`src/rtl/i2s_receiver_if.sv`:
```
// i2s_receiver_if: bundles the I2S receive-side signals.
//   master : stream source / sample consumer (drives onOff, SCLK, LRCLK, SD; reads Rx, Valid, Error)
//   slave  : the receiver (reads the serial inputs, drives the parallel sample outputs)
//   onOff  receive enable
//   SCLK   I2S bit clock (asynchronous to the system clock)
//   LRCLK  word select, 0 = left, 1 = right
//   SD     serial data, MSB first
//   Rx     last complete frame {left, right}, 2*WIDTH bits
//   Valid  one-cycle strobe when Rx updates
//   Error  with Valid: one slot of the frame was shorter than WIDTH bits
interface i2s_receiver_if #(
  parameter int WIDTH = 16
);
  logic               onOff;
  logic               SCLK;
  logic               LRCLK;
  logic               SD;
  logic [2*WIDTH-1:0] Rx;
  logic               Valid;
  logic               Error;

  modport master (
    output onOff, SCLK, LRCLK, SD,
    input  Rx, Valid, Error
  );

  modport slave (
    input  onOff, SCLK, LRCLK, SD,
    output Rx, Valid, Error
  );
endinterface

```
`src/rtl/i2s_receiver.sv`:
```
// i2s_receiver: oversampling I2S receiver. SCLK, LRCLK and SD are synchronised
// into the Clock domain; every SCLK rising edge samples one bit. One left and
// one right slot are deserialised and emitted together as {left, right} with a
// one-cycle Valid strobe. Nothing is clocked by SCLK.
//
// Ports:
//   Clock  system clock, rising edge
//   Reset  asynchronous, active-high
//   bus    i2s_receiver_if.slave (onOff, SCLK, LRCLK, SD in; Rx, Valid, Error out)
//
// Build option:
//   I2S_RX_ONE_BIT_DELAY_EN defined   : standard I2S, the bit sampled on a word
//                                       select change is the LSB of the closing slot.
//   I2S_RX_ONE_BIT_DELAY_EN undefined : left-justified, that bit is the MSB of
//                                       the new slot.
module i2s_receiver #(
  parameter int WIDTH = 16
) (
  input  logic          Clock,
  input  logic          Reset,
  i2s_receiver_if.slave bus
);

  localparam int               CNT_W   = $clog2(WIDTH + 1);
  localparam logic [CNT_W-1:0] CNT_MAX = CNT_W'(WIDTH);

  typedef enum logic [1:0] {IDLE, SYNC, LEFT, RIGHT} state_t;

  // Writes bit b at MSB-first position cnt; positions at or beyond WIDTH are dropped.
  function automatic logic [WIDTH-1:0] put_bit(input logic [WIDTH-1:0] word,
                                               input logic [CNT_W-1:0] cnt,
                                               input logic             b);
    logic [WIDTH-1:0] r;
    r = word;
    for (int i = 0; i < WIDTH; i++) begin
      if (cnt == CNT_W'(i)) r[WIDTH-1-i] = b;
    end
    return r;
  endfunction

  function automatic logic [CNT_W-1:0] sat_inc(input logic [CNT_W-1:0] cnt);
    return (cnt == CNT_MAX) ? cnt : cnt + CNT_W'(1);
  endfunction

  state_t             state_q, state_d;
  logic [2:0]         sclk_sync_q, sclk_sync_d;
  logic [1:0]         lr_sync_q, lr_sync_d;
  logic [1:0]         sd_sync_q, sd_sync_d;
  logic               lr_prev_q, lr_prev_d;
  logic               lr_ok_q, lr_ok_d;
  logic [WIDTH-1:0]   shift_q, shift_d;
  logic [CNT_W-1:0]   cnt_q, cnt_d;
  logic [WIDTH-1:0]   hold_q, hold_d;
  logic               hold_short_q, hold_short_d;
  logic [2*WIDTH-1:0] rx_q, rx_d;
  logic               valid_q, valid_d;
  logic               error_q, error_d;

  logic               sclk_rise;
  logic               lr;
  logic               sd;
  logic               boundary;
  logic [WIDTH-1:0]   close_word;
  logic [CNT_W-1:0]   close_cnt;
  logic [WIDTH-1:0]   open_word;
  logic [CNT_W-1:0]   open_cnt;

  assign sclk_rise = sclk_sync_q[1] & ~sclk_sync_q[2];
  assign lr        = lr_sync_q[1];
  assign sd        = sd_sync_q[1];
  // lr_ok_q keeps the reset value of lr_prev from faking a 1->0 boundary when
  // reset is released in the middle of a left slot.
  assign boundary  = sclk_rise & lr_ok_q & (lr != lr_prev_q);

  always_comb begin
    state_d      = state_q;
    sclk_sync_d  = {sclk_sync_q[1:0], bus.SCLK};
    lr_sync_d    = {lr_sync_q[0], bus.LRCLK};
    sd_sync_d    = {sd_sync_q[0], bus.SD};
    lr_prev_d    = lr_prev_q;
    lr_ok_d      = lr_ok_q;
    shift_d      = shift_q;
    cnt_d        = cnt_q;
    hold_d       = hold_q;
    hold_short_d = hold_short_q;
    rx_d         = rx_q;
    valid_d      = 1'b0;
    error_d      = 1'b0;

`ifdef I2S_RX_ONE_BIT_DELAY_EN
    // The boundary bit still belongs to the slot being closed.
    close_word = put_bit(shift_q, cnt_q, sd);
    close_cnt  = sat_inc(cnt_q);
    open_word  = '0;
    open_cnt   = '0;
`else
    // The boundary bit is the MSB of the slot being opened.
    close_word = shift_q;
    close_cnt  = cnt_q;
    open_word  = put_bit('0, '0, sd);
    open_cnt   = CNT_W'(1);
`endif

    // Word select history is tracked even while idle so that re-enabling
    // mid-slot cannot see a stale boundary.
    if (sclk_rise) begin
      lr_prev_d = lr;
      lr_ok_d   = 1'b1;
    end

    if (!bus.onOff) begin
      state_d = IDLE;
      shift_d = '0;
      cnt_d   = '0;
    end else begin
      case (state_q)
        IDLE:  state_d = SYNC;
        SYNC:  if (boundary && !lr) state_d = LEFT;
        LEFT: begin
          if (boundary && lr) begin
            state_d      = RIGHT;
            hold_d       = close_word;
            hold_short_d = (close_cnt != CNT_MAX);
          end
        end
        RIGHT: begin
          if (boundary && !lr) begin
            state_d = LEFT;
            rx_d    = {hold_q, close_word};
            valid_d = 1'b1;
            error_d = hold_short_q | (close_cnt != CNT_MAX);
          end
        end
        default: state_d = IDLE;
      endcase

      if (state_q != IDLE && sclk_rise) begin
        if (boundary) begin
          shift_d = open_word;
          cnt_d   = open_cnt;
        end else begin
          shift_d = put_bit(shift_q, cnt_q, sd);
          cnt_d   = sat_inc(cnt_q);
        end
      end
    end
  end

  always_ff @(posedge Clock or posedge Reset) begin
    if (Reset) begin
      state_q      <= IDLE;
      sclk_sync_q  <= '0;
      lr_sync_q    <= '0;
      sd_sync_q    <= '0;
      lr_prev_q    <= 1'b1;
      lr_ok_q      <= 1'b0;
      shift_q      <= '0;
      cnt_q        <= '0;
      hold_q       <= '0;
      hold_short_q <= 1'b0;
      rx_q         <= '0;
      valid_q      <= 1'b0;
      error_q      <= 1'b0;
    end else begin
      state_q      <= state_d;
      sclk_sync_q  <= sclk_sync_d;
      lr_sync_q    <= lr_sync_d;
      sd_sync_q    <= sd_sync_d;
      lr_prev_q    <= lr_prev_d;
      lr_ok_q      <= lr_ok_d;
      shift_q      <= shift_d;
      cnt_q        <= cnt_d;
      hold_q       <= hold_d;
      hold_short_q <= hold_short_d;
      rx_q         <= rx_d;
      valid_q      <= valid_d;
      error_q      <= error_d;
    end
  end

  assign bus.Rx    = rx_q;
  assign bus.Valid = valid_q;
  assign bus.Error = error_q;

endmodule

```
`src/flat_wrapper.sv`:
```
// flat-port wrapper written by rule: the top's interface ports become plain ports
module i2s_receiver_flat 
#(
  parameter int WIDTH = 16
)
  (Clock, Reset, bus_onOff, bus_SCLK, bus_LRCLK, bus_SD, bus_Rx, bus_Valid, bus_Error);
  i2s_receiver_if #(.WIDTH(WIDTH)) bus_i ();
  input  logic Clock;
  input  logic Reset;
  input wire logic [$bits(bus_i.onOff)-1:0] bus_onOff;
  input wire logic [$bits(bus_i.SCLK)-1:0] bus_SCLK;
  input wire logic [$bits(bus_i.LRCLK)-1:0] bus_LRCLK;
  input wire logic [$bits(bus_i.SD)-1:0] bus_SD;
  output wire logic [$bits(bus_i.Rx)-1:0] bus_Rx;
  output wire logic [$bits(bus_i.Valid)-1:0] bus_Valid;
  output wire logic [$bits(bus_i.Error)-1:0] bus_Error;
  assign bus_i.onOff = bus_onOff;
  assign bus_i.SCLK = bus_SCLK;
  assign bus_i.LRCLK = bus_LRCLK;
  assign bus_i.SD = bus_SD;
  assign bus_Rx = bus_i.Rx;
  assign bus_Valid = bus_i.Valid;
  assign bus_Error = bus_i.Error;
  i2s_receiver #(.WIDTH(WIDTH)) u_core (.Clock(Clock), .Reset(Reset), .bus(bus_i));
endmodule
```
`config.mk`:
```
export PLATFORM = sky130hd
export DESIGN_NAME = i2s_receiver_flat
export DESIGN_NICKNAME = d
export VERILOG_FILES = /design/src/rtl/i2s_receiver_if.sv /design/src/rtl/i2s_receiver.sv /design/src/flat_wrapper.sv
export SDC_FILE = /design/constraint.sdc
export NUM_CORES = 1
export LEC_CHECK = 0
export ABC_CLOCK_PERIOD_IN_PS = 3100
export CAP_MARGIN = 20
export CELL_PAD_IN_SITES_DETAIL_PLACEMENT = 1
export CELL_PAD_IN_SITES_GLOBAL_PLACEMENT = 1
export CORE_MARGIN = 5
export CORE_UTILIZATION = 46
export DETAILED_ROUTE_END_ITERATION = 8
export PLACE_DENSITY_LB_ADDON = 0.1
export SETUP_SLACK_MARGIN = 0.05
export SYNTH_ARGS = -nofsm -noshare
export SYNTH_HDL_FRONTEND = slang
export SYNTH_SLANG_ARGS = --single-unit
export TNS_END_PERCENT = 20
```
`constraint.sdc`:
```
create_clock -name Clock -period 3.1 [get_ports Clock]
set_input_delay 0.775 -clock Clock [delete_from_list [all_inputs] [get_ports Clock]]
set_output_delay 0.775 -clock Clock [all_outputs]
set_load 0.005 [all_outputs]
```
=== After elaboration in Yosys (flattened, before gate mapping) ===
Index checks and enable logic that the tools add are counted.

* Bits in registers: 83
* Latch bits: 0
* Bits in writable memories: 0
* Bits in read-only memories: 0
* Bits of input ports: 6
* Output and inout bits: 34
* Logic and storage cells: 136
* Memories kept: 0

* Add/subtract/negate cells: 1
* Multipliers: 0
* Div/mod/pow operators: 0
* Order comparisons: 0
* Eq/ne operators: 41
* Shift operators: 0
* Muxes and demuxes: 33
* Bitwise operators: 5
* Reductions and logical operators: 28

{| class="wikitable"
|+ Operator list
! kind !! number
|-
| 2-to-1 mux 16 bit || 3
|-
| inequality test 3 x 1 -> 1 bit, second input constant || 16
|-
| equality test 5 x 4 -> 1 bit, second input constant || 8
|-
| AND reduction 2 bit || 18
|-
| 2-to-1 mux 1 bit || 22
|-
| equality test 5 x 3 -> 1 bit, second input constant || 4
|-
| 2-to-1 mux 5 bit || 4
|-
| equality test 5 x 2 -> 1 bit, second input constant || 2
|-
| inequality test 3 x 2 -> 1 bit, second input constant || 3
|-
| 2-to-1 mux 2 bit || 3
|-
| one-hot mux 2 bit (3 select lines) || 1
|-
| AND reduction 3 bit || 2
|-
| adder 5 x 1 -> 5 bit, second input constant || 1
|-
| equality test 5 x 1 -> 1 bit, second input constant || 1
|-
| equality test 5 bit, second input constant || 1
|-
| zero test 5 bit || 1
|-
| inequality test 5 bit, second input constant || 1
|-
| equality test 2 bit, second input constant || 2
|-
| bitwise AND 1 bit || 3
|-
| logical AND 1 bit || 3
|-
| equality test 2 x 1 -> 1 bit, second input constant || 1
|-
| zero test 2 bit || 1
|-
| inequality test 2 x 1 -> 1 bit, second input constant || 1
|-
| nonzero test 2 bit || 1
|-
| 5 further kinds || 5
|}

=== Depth between registers and ports, before layout ===
Gate-level depths: netlist of the first run.

* Word-level depth: 8
* Mapped depth: 7
* Gate-level depth less buffers: 6

=== Least setup slack after synthesis of the first run ===
Ideal clock, no wire load.

* Path kind: in2reg
* Start point: input bus_onOff
* End point: register u_core.hold_q[10]
* Setup time: 0.125 ns
* Arrival time: 1.796 ns
* Required time: 2.975 ns
* Slack: 1.180 ns
* Stages on the path: 6
* Buffers on the path: 2
* Cell sequence: buf_6 inv_1 nor3_2 nand4_2 buf_6 mux2_2

* Cells in the longest elaborated chain, start to end: 1

{| class="wikitable"
|+ Ends and longest elaborated chain
! item !! line !! text
|-
| start: declaration || flat_wrapper.sv:10 || <nowiki>input wire logic [$bits(bus_i.onOff)-1:0] bus_onOff;</nowiki>
|-
| AND reduction 3 bit (no source line) || -- ||
|-
| end signal: assignment || i2s_receiver.sv:173 || <nowiki>hold_q <= hold_d;</nowiki>
|-
| end: declaration || i2s_receiver.sv:53 || <nowiki>logic [WIDTH-1:0] hold_q, hold_d;</nowiki>
|}

No other way between the ends.
A chain may end at the register's enable or synchronous reset.

=== Worst setup path in the final report of the first run ===
* Start point: input bus_onOff
* End point: register u_core.hold_q[5]

Same word-level chain as after synthesis.

==> metrics.md, run 1 <==
| Metric | Value |
|---|---|
| Run status | finished clean |
| Startpoint Class | input port |
| F_max | 0.454 GHz |
| Grt ovf | 0 |
| Max-cap violations | 0 |
| Max-slew violations | 0 |
| Pin count of the biggest net entering global routing | 57 |
| Post-Route WL | about 7.0 mm |
| Final routed DRC violation total | 0 |
| Area leader, netlist | dfrtp_1 |
| Hold Path Class | reg -> reg |
| WHS Path Cells | 0 |
| Post-Synth XOR/XNOR Area | 0.457% |
| Post-CTS setup buffers | 0 |
| Initial core utilization | 46.6% |
| Dpl cells | 402 |
| Data required time of the worst path | 3.33 ns |
| Worst setup path class | in -> reg |
| Setup TNS Final | 0 ns |
| Seq cells post-synth | 83 |
| Syn nets | 280 |
| CP endpoint kind | register |
| HP Start | u_core.sd_sync_q[0] |
| Mapped Cells | 269 |
| Diodes inserted | 0 |
| Slew @ Worst Pin | 0.506 ns |
| Post-synth top area share | a little under 60% |
| I/O pins | 40 |
| CP top delay family | buffers and inverters |
| Slowest CP cell | clkdlybuf4s50_1 |
| Clock Pin Slew Worst Setup and Hold Paths | 0.08 ns |
| CP max FO | 10 |
| Largest family of logic cells by synthesized area | multiplexers |
| Fin Clk Skew | 0.00806 ns |
| First-pass GRT wire length | 12.2 mm |
| Synth Area in Simple Gates | 9.73% |
| Core ar. | between 7000 and 8000 um2 |
| Hold Buf Count CTS | 0 |
| Synthesis-to-finish area growth | 19.3% |
| Clock latency on the worst-skew pair | 0.35 ns |
| Pre-antenna DRT Iters | 4 |
| PD cells | roughly 480 nW/um2 |
| Hold Path Sink | u_core.sd_sync_q[1] |
| Worst IR drop on VDD | 229 uV |
| Vias | 2238 |
| GRT Overall Usage | ~16% |
| Post-synthesis compound-gate area fraction | 10.2% |
| First DRT Iteration DRCs | just over 60 |
| CTS tree | done |
| CTS buffer count | 9 |
| P_leak | around 2.0 nW |
| Via density | 5.34 |
| Final min period | roughly 2.2 ns |
| Post-route non-filler standard cell count | 419 |
| EDFF count, synth | 0 |
| R2r setup slk | between 1 and 1.5 ns |
| CTS resizes | 0 |
| Top FF cell, synth | dfrtp_1 |
| Number of global-route vias before repair | 2392 |
| RSZ-0062 raised after global routing | false |
| Clk sinks | between 80 and 90 |
| Share of synthesized area spent on multiplexers | 15.5% |
| Routed WL per cell | 16.7 um |
| Synth Cell Area | 3560 um2 |
| Synth area leaders | dfrtp_1 (58%), mux2_2 (15%), o21ai_0 (2.5%) |
| Slowest cell delay on critical path | about 0.63 ns |
| Ys async rst share | 100% |
| Dpl hpwl | 4.88 mm |
| Final setup violation count | 0 |
| Final antenna-violating net count | 0 |
| WP buf/inv | 3 |
| Mean Syn Cell Area | about 13 um2 |
| Layout cells sized above 1 | a little over a quarter |
| R2r startpoint | u_core.sclk_sync_q[2] |
| CP cell instances | clkdlybuf4s50_1 > inv_1 > nor3_2 > nand4_2 > buf_4 > mux2_2 |
| Row count | 32 |
| Register area share after synthesis | 58.4% |
| Die height | 98.0 um |
| WP data arrival | 2.43 ns |
| CTS H-tree lvls | 3 |
| Max-slew headroom | 66.2% |
| Reg2reg end | u_core.bus.Rx[18] |
| Crit share post-route | 71.0% |
| Endpoints failing hold | 0 |
| Synth unique cells | 44 |
| DIE WIDTH | 98.0 um |
| Adder-cell share of the synthesized area | 1.76% |
| Global placement routability congestion | 0.823 |
| Die footprint | 9600 um2 |
| CTS Root Cell | clkbuf_8 |
| Bufs on Longest Clock Path | 2 |
| FF-to-FF path depth | 6 |
| Layout Nets | between 300 and 400 |
| Port buffer count | 39 |
| Initial antenna violation count | 0 |
| Synth warn | 0 |
==> kinds of logic (layout without fill, tap and decap cells) <==
kind of cell | Yosys count | in the layout
AO/OA/AOI/OAI | 51 | 51
XOR/XNOR | 1 | 1
adder cells (fa/ha/maj) | 5 | 5
buffers and inverters | 21 | 69
flip-flops | 83 | 83
multiplexers | 49 | 49
AND/OR/NAND/NOR | 59 | 59
==> state kept, by name (all words and copies together), names as in the netlist <==
signal and flops:
u_core.sclk_sync_q 3, u_core.close_word 16, u_core.bus.Valid 1, u_core.bus.Error 1
u_core.lr_prev_q 1, u_core.lr_sync_q 2, u_core.close_cnt 5, u_core.hold_short_q 1
u_core.hold_q 16, u_core.state_q 2, u_core.bus.Rx 32, u_core.lr_ok_q 1
u_core.sd_sync_q 2
==> power by group <==
group / internal, mW / switching (mW) / total [mW]
Combinational: 0.0343 / 0.0658 / 0.100
Sequential: 1.09 / 0.0118 / 1.11
Clock: 0.456 / 0.384 / 0.839
Total: 1.58 / 0.461 / 2.04
==> layout make-up <==
type                            instances  area, um2
Multi-Input combinational cell        165       1340
Timing Repair Buffer                   47        463
Tap cell                              102        128
Clock inverter                          6       87.6
Clock buffer                           10        128
Inverter                                6       23.8
Fill cell                             772       3400
Sequential cell                        83       2080
==> how the worst max path moves through the flow <==
| stage | startpoint | endpoint | slack (ns) | cells after the start |
|---|---|---|---|---|
| after floorplan | Reset | u_core.bus.Error | 0.19 | 1 |
| after global placement | bus_onOff | u_core.close_word[3] | 0.55 | 4 |
| after detailed placement | bus_onOff | u_core.close_word[3] | 0.50 | 4 |
| after CTS | bus_onOff | u_core.close_cnt[2] | 0.86 | 4 |
| after global routing | bus_onOff | u_core.hold_q[5] | 0.78 | 6 |
| final | bus_onOff | u_core.hold_q[5] | 0.90 | 6 |
==> through the flow <==
| stage | hold WS (ns) | setup slack (ns) | utilization, % | area (um2) | total power, mW |
|---|---|---|---|---|---|
| CTS | 0.357 | 0.861 | 55.4 | 4240 | 2.07 |
| floorplan | 0.331 | 0.190 | - | 3560 | 1.20 |
| detailed placement | 0.338 | 0.501 | 52.6 | 4020 | 1.23 |
| global route | 0.359 | 0.785 | 55.5 | 4250 | 2.13 |
| global placement | 0.333 | 0.555 | 52.6 | 4020 | 1.23 |
| finish | 0.357 | 0.898 | 55.5 | 4250 | 2.04 |
==> routing by layer <==
layer / track usage [%] / vias up / share of wire (%)
met3: 3.64 / 9 / 3.7
met2: 24.3 / 36 / 48
met4: 6.50 / 0 / 2.0
met1: 21.6 / 1137 / 46
met5: 0 / - / 0
li1: - / 1056 / -
==> worst register-to-register path: cells and delay by family, from the launching register on <==
kind | cells | cell delay [ns]
buf+inv | 2 | 0.47
flops | 1 | 0.38
mux | 1 | 0.40
simple gates | 3 | 0.55
==> Yosys cell counts (all sizes together), types with 2 or more instances <==
cell and count:
a21oi 2, a22o 7, a31oi 2, a32o 2, a32oi 2, and2 3
and3 4, buf 11, clkbuf 4, dfrtp 82, ha 5, inv 6
mux2 49, nand2 9, nand2b 8, nand3 7, nand3b 2, nand4b 2
nor2 11, nor2b 2, nor3 5, o21a 3, o21ai 21, o2bb2ai 6
==> cell usage in the layout (no fill, tap or decap), drive strengths merged, types with 2 or more instances in the layout <==
| cell type | instances |
|---|---|
| and3 | 4 |
| a22o | 7 |
| a31oi | 2 |
| nand3b | 2 |
| nand3 | 7 |
| inv | 6 |
| nand4b | 2 |
| a32o | 2 |
| nor3 | 5 |
| mux2 | 49 |
| clkinv | 4 |
| dfrtp | 82 |
| o21a | 3 |
| o2bb2ai | 6 |
| nand2 | 9 |
| a32oi | 2 |
| buf | 8 |
| nor2b | 2 |
| clkdlybuf4s50 | 39 |
| and2 | 3 |
| a21oi | 2 |
| o21ai | 21 |
| bufinv | 2 |
| nand2b | 8 |
| ha | 5 |
| nor2 | 11 |
| clkbuf | 10 |
No activity file was read; power rests on OpenSTA's default activity.
==> run 2, diff against run 1 <==
--- a/config.mk
+++ b/config.mk
@@ -5,7 +5,7 @@
 export SDC_FILE = /design/constraint.sdc
 export NUM_CORES = 1
 export LEC_CHECK = 0
-export ABC_CLOCK_PERIOD_IN_PS = 3100
+export ABC_CLOCK_PERIOD_IN_PS = 2200
 export CAP_MARGIN = 20
 export CELL_PAD_IN_SITES_DETAIL_PLACEMENT = 1
 export CELL_PAD_IN_SITES_GLOBAL_PLACEMENT = 1
==> constraint.sdc (replaced) <==
create_clock -name Clock -period 2.2 [get_ports Clock]
set_input_delay 0.55 -clock Clock [delete_from_list [all_inputs] [get_ports Clock]]
set_output_delay 0.55 -clock Clock [all_outputs]
set_load 0.005 [all_outputs]
==> run 2 against run 1 <==
Net effect:
- register-to-register slack worse by 0.80 ns
- sequential cell count unchanged
- design area up 1.2%
- first-iteration DRC count up 11%
- critical path type unchanged
- clock power up 18%
- cell count up 0.72%
- total power up 32%
- largest cell class unchanged
- worst setup slack worse by 0.57 ns
- largest power group unchanged
- clock-buffer cell count up 3
- worst hold slack about the same
- core utilization up 0.69 points
- wire length down 1.9%
==> metrics.md, run 2 (synthesis results as in run 1) <==
| Metric | Value |
|---|---|
| Power, Total | 2.70 mW (+32%) |
| Max-slew headroom | 69.9% (+3.7 points) |
| Endpoints failing hold | 0 (unchanged) |
| DIE WIDTH | 98.0 um (unchanged) |
| CTS H-tree lvls | 3 (unchanged) |
| Row count | 32 (unchanged) |
| Most frequent cells in the layout | dfrtp_1 (82), mux2_2 (46), clkdlybuf4s50_1 (39), o21ai_0 (18) |
| R2r startpoint | u_core.lr_prev_q |
| Clk network pwr share | 36.6% (-4.4 points) |
| Max-cap violations | 0 (unchanged) |
| Fillers | 756 (-2.1%) |
| Psw | 623 uW (+35%) |
| Combinational share of power | 5.7% (+0.8 points) |
| F_max | 0.534 GHz |
| Die footprint | 9600 um2 (unchanged) |
| Worst setup path class | in -> reg |
| Post-Route WL | 6.88 mm (-1.9%) |
| Run status | finished clean |
| Global placement routability congestion | 0.801 (-2.7%) |
| CTS Root Cell | clkbuf_8 |
| Synthesis-to-finish area growth | 20.7% |
| Bufs on Longest Clock Path | 2 (unchanged) |
| Dpl cells | 406 (+1.0%) |
| Final WS setup | 0.326 ns (-0.572 ns) |
| Vias | 2243 (+0.22%) |
| Pin count of the biggest net entering global routing | 39 (-32%) |
| HP Start | u_core.sd_sync_q[0] |
| RSZ-0062 raised after global routing | false |
| WHS Path Cells | 0 (unchanged) |
| CTS resizes | 0 (unchanged) |
| First-pass GRT wire length | 11.9 mm (-2.3%) |
| Part of the power in registers | 57.8% (+3.7 points) |
| CP max FO | 14 (+4) |
| Die height | 98.0 um (unchanged) |
| P_leak | 2.01 nW (+0.60%) |
| Post-CTS setup buffers | 0 (unchanged) |
| I/O pins | 40 (unchanged) |
| Max-slew violations | 0 (unchanged) |
| Post-route non-filler standard cell count | 422 (+0.72%) |
| Setup WS pre-CTS | -0.0147 ns (-0.515 ns) |
| FF-to-FF path depth | 5 (-1) |
| Area of the multi-input gates | 1340 um2 (unchanged) |
| Hold Buf Count CTS | 0 (unchanged) |
| CTS tree | done |
| Number of flip-flops in the largest register | 32 (unchanged) |
| PD cells | 627 nW/um2 (+30%) |
| Worst IR drop on VDD | 271 uV (+19%) |
| Routed WL per cell | 16.3 um (-2.6%) |
| First DRT Iteration DRCs | 69 (+11%) |
| Initial antenna violation count | 0 (unchanged) |
| Final min period | ~1.9 ns |
| Final setup violation count | 0 (unchanged) |
| Startpoint Class | input port |
| Diodes inserted | 0 (unchanged) |
| CTS buffer count | 9 (unchanged) |
| Grt ovf | 0 (unchanged) |
| Fin Clk Skew | 0.00973 ns (+0.00168 ns) |
| Slowest cell delay on critical path | 0.58 ns (-0.05 ns) |
| Commonest non-fill, non-tap cell in the layout | dfrtp_1 |
| Data required time of the worst path | 2.43 ns (-0.90 ns) |
| Pre-antenna DRT Iters | 4 (unchanged) |
| Clock Pin Slew Worst Setup and Hold Paths | 0.08 ns (about the same) |
| Final routed DRC violation total | 0 (unchanged) |
| Pint | 2.07 mW (+31%) |
| Slowest CP cell | clkdlybuf4s50_1 |
| Layout Nets | 326 (+0.93%) |
| CP cell instances | clkdlybuf4s50_1 > inv_1 > nor3_2 > nand4_2 > buf_12 > mux2_2 |
| CP endpoint kind | register |
| Dpl hpwl | 4.99 mm (+2.4%) |
| Layout cells sized above 1 | 27.8% (+0.37 points) |
| GRT Overall Usage | 15.7% (-0.10 points) |
| Core ar. | 7650 um2 (unchanged) |
| Number of global-route vias before repair | 2321 (-3.0%) |
| Clk sinks | 83 (unchanged) |
| WP data arrival | 2.11 ns (-0.32 ns) |
| CP top delay family | buffers and inverters |
| Reg2reg end | u_core.bus.Rx[16] |
| Via density | 5.32 (-0.49%) |
| Slew @ Worst Pin | 0.450 ns (-0.0564 ns) |
| R2r setup slk | 0.38 ns (-0.80 ns) |
| Port buffer count | 39 (unchanged) |
| Initial core utilization | 46.6% (unchanged) |
| Switching part of the total | 23.1% (+0.55 points) |
| WP buf/inv | 3 (unchanged) |
| Crit share post-route | 85.2% |
| Final antenna-violating net count | 0 (unchanged) |
| Setup TNS Final | 0 ns (unchanged) |
| Hold Path Sink | u_core.sd_sync_q[1] |
| Hold Path Class | reg -> reg |
| Storage element area | 2080 um2 (unchanged) |
| Clock latency on the worst-skew pair | 0.35 ns (about the same) |
## run 2: cell types whose count changed in the layout (fill, tap and decap cells not counted)
cell,before,now
clkbuf_8,9,11
buf_4,7,5
clkinv_4,1,0
buf_12,1,6
clkinv_2,3,1
bufinv_16,2,0
clkbuf_1,1,2
clkinvlp_4,0,2
## run 2: how the worst max path moves through the flow
stage	startpoint	end	slack [ns]	cells after the start
floorplan	bus_onOff	u_core.hold_q[10]	0.50	6
global placement	bus_onOff	u_core.hold_q[2]	0.03	6
detailed placement	bus_onOff	u_core.hold_q[4]	-0.01	6
CTS	bus_onOff	u_core.hold_q[4]	0.34	6
global route	bus_onOff	u_core.hold_q[5]	0.26	6
finish	bus_onOff	u_core.hold_q[4]	0.33	6
## run 2: cell type report
type                       instances  share of cell area, %
clock inverter                     3                  0.495
clock buffer                      13                   3.70
timing repair buffer              50                   12.7
inverter                           6                  0.611
sequential                        83                   48.3
multi-input combinational        165                   31.1
tap                              102                   2.97
## run 2: power groups by stage
stage	Combinational (mW)	Sequential, mW	Clock (mW)
global placement	0.155	1.59	0
global route	0.175	1.56	1.10
CTS	0.157	1.56	1.03
finish	0.153	1.56	0.986
detailed placement	0.156	1.59	0
floorplan	0.105	1.58	0
## run 2: per-layer routing
metal	vias to the layer above	part of all wire, %	global-route usage [%]	wire length, um
li1	1058	-	-	-
met1	1137	47	21.5	3240
met2	35	48	23.8	3300
met3	13	3.3	3.36	227
met4	0	1.7	7.56	115
met5	-	0	0	0
## run 2: through the flow
step           area, um2  hold WS [ns]  util [%]
2_1_floorplan       3560         0.331         -
3_3_place_gp        4120         0.333      53.9
3_5_place_dp        4120         0.343      53.9
4_1_cts             4300         0.362      56.2
5_1_grt             4300         0.374      56.2
6_report            4300         0.357      56.2
==> run 3, diff against run 2 <==
--- a/config.mk
+++ b/config.mk
@@ -13,6 +13,7 @@
 export CORE_UTILIZATION = 46
 export DETAILED_ROUTE_END_ITERATION = 8
 export PLACE_DENSITY_LB_ADDON = 0.1
+export REMOVE_ABC_BUFFERS = 1
 export SETUP_SLACK_MARGIN = 0.05
 export SYNTH_ARGS = -nofsm -noshare
 export SYNTH_HDL_FRONTEND = slang
==> run 3 against run 2 <==
Net effect:
- cell count increased by 0.47%
- clock-buffer cell count decreased by 2
- first-iteration DRC count grew 14%
- combinational power grew 5%
- sequential share of layout area shrank 0.53 points
- clock skew fell by 0.0014 ns
- maximum frequency increased by 0.23%
- global-route usage rose by 0.63 points
- design area up 1.1%
- largest power group unchanged
==> metrics.md, run 3 (synthesis results as in run 1) <==
| Metric | Value |
|---|---|
| Run status | finished clean |
| Port buffer count | 39 (unchanged) |
| Max-slew violations | 0 (unchanged) |
| Storage element area | 2080 um2 (unchanged) |
| CP endpoint kind | register |
| Routed WL per cell | 16.8 um (+3.2%) |
| CTS resizes | 0 (unchanged) |
| Data required time of the worst path | 2.44 ns (about the same) |
| Synthesis-to-finish area growth | 22.1% |
| Worst IR drop on VDD | 328 uV (+21%) |
| Pin count of the biggest net entering global routing | 26 (-33%) |
| Final setup violation count | 0 (unchanged) |
| Worst setup path class | in -> reg |
| CTS H-tree lvls | 3 (unchanged) |
| Layout cells sized above 1 | 28.6% (+0.76 points) |
| Setup WS pre-CTS | -0.0672 ns (-0.0525 ns) |
| Startpoint Class | input port |
| Hold Path Class | reg -> reg |
| Core ar. | 7650 um2 (unchanged) |
| Initial antenna violation count | 0 (unchanged) |
| Placement Cell Area | 4140 um2 (+0.61%) |
| Commonest non-fill, non-tap cell in the layout | dfrtp_1 |
| Post-Route WL | 7.14 mm (+3.7%) |
| CTS Root Cell | clkbuf_8 |
| Die height | 98.0 um (unchanged) |
| I/O pins | 40 (unchanged) |
| CP top delay family | buffers and inverters |
| Final antenna-violating net count | 0 (unchanged) |
| CP cell instances | clkdlybuf4s50_1 > inv_1 > nor3_2 > nand4_2 > buf_4 > mux2_2 |
| WP buf/inv | 3 (unchanged) |
| Final min period | 1.87 ns (-0.00431 ns) |
| Slew @ Worst Pin | 0.503 ns (+0.0528 ns) |
| Dpl cells | 408 (+0.49%) |
| CTS buffer count | 9 (unchanged) |
| Layout Nets | 328 (+0.61%) |
| Diodes inserted | 0 (unchanged) |
| Setup TNS Final | 0 ns (unchanged) |
| Fin Hold WS | 0.355 ns (-0.00248 ns) |
| Dpl hpwl | 5.13 mm (+2.7%) |
| Utilization after layout | 56.8% (+0.62 points) |
| Crit share post-route | 85.0% (-0.20 points) |
| CTS tree | done |
| Max-cap violations | 0 (unchanged) |
| Final WS setup | 0.330 ns (+0.00431 ns) |
| Vias | 2286 (+1.9%) |
| Clock latency on the worst-skew pair | 0.35 ns (about the same) |
| F_max | 0.535 GHz (+0.23%) |
| Area of the multi-input gates | 1340 um2 (unchanged) |
| Post-route non-filler standard cell count | 424 (+0.47%) |
| Via density | 5.39 (+1.4%) |
| Max-slew headroom | 66.4% (-3.5 points) |
| Hold Buf Count CTS | 0 (unchanged) |
| Slowest CP cell | clkdlybuf4s50_1 |
| Post-CTS setup buffers | 0 (unchanged) |
| Fin Clk Skew | 0.00834 ns (-0.00140 ns) |
| Number of flip-flops in the largest register | 32 (unchanged) |
| Initial core utilization | 46.6% (unchanged) |
| First-pass GRT wire length | 12.7 mm (+6.5%) |
| Fillers | 748 (-1.1%) |
| Bufs on Longest Clock Path | 2 (unchanged) |
| Row count | 32 (unchanged) |
| P_leak | 2.03 nW (+0.81%) |
| Power, Total | 2.82 mW (+4.8%) |
| RSZ-0062 raised after global routing | false |
| Most frequent cells in the layout | dfrtp_1 (82), mux2_2 (46), clkdlybuf4s50_1 (39), o21ai_0 (18), nor2_1 (11) |
| Grt ovf | 0 (unchanged) |
| WP data arrival | 2.11 ns (about the same) |
| Global placement routability congestion | 0.814 (+1.6%) |
| Clk sinks | 83 (unchanged) |
| Slowest cell delay on critical path | 0.62 ns (+0.04 ns) |
| CP max FO | 10 (-4) |
| Clock Pin Slew Worst Setup and Hold Paths | 0.08 ns (about the same) |
| First DRT Iteration DRCs | 79 (+14%) |
| Endpoints failing hold | 0 (unchanged) |
| Number of global-route vias before repair | 2549 (+9.8%) |
| GRT Overall Usage | 16.3% (+0.63 points) |
| PD cells | 650 nW/um2 (+3.6%) |
| Post-route design area | 4350 um2 (+1.1%) |
| Pre-antenna DRT Iters | 4 (unchanged) |
| Final routed DRC violation total | 0 (unchanged) |
| Die footprint | 9600 um2 (unchanged) |
| DIE WIDTH | 98.0 um (unchanged) |
run 3: path summary, 6_finish.rpt:
path	slack, ns	startpoint	cells after the start	endpoint
min in group asynchronous	0.54	Reset	2	u_core.bus.Rx[17]
setup / recovery	0.33	bus_onOff	6	u_core.hold_q[7]
hold / removal	0.35	u_core.lr_sync_q[0]	0	u_core.lr_sync_q[1]
setup reg to reg	0.33	u_core.lr_prev_q	5	u_core.bus.Rx[4]
max in group asynchronous	1.17	Reset	3	u_core.close_word[10]
hold reg to reg	0.35	u_core.lr_sync_q[0]	0	u_core.lr_sync_q[1]
run 3: layer usage:
metal / routed length [um] / vias to the layer above / track usage, %
met3: 247 / 17 / 3.00
met4: 135 / 0 / 6.07
met5: 0 / - / 0
li1: - / 1061 / -
met2: 3500 / 39 / 27.2
met1: 3250 / 1169 / 21.3
run 3: cell type report:
cell class | count | share of cell area, %
clock inverter | 5 | 1.41
sequential | 83 | 47.8
clock buffer | 11 | 3.25
tap | 102 | 2.94
timing repair buffer | 52 | 13.2
inverter | 6 | 0.547
multi-input combinational | 165 | 30.8
run 3: power by group:
part           switching (mW)  leakage, nW  internal [mW]
Combinational          0.0986        0.801         0.0614
Clock                   0.547       0.0922          0.560
Sequential             0.0172         1.13           1.54
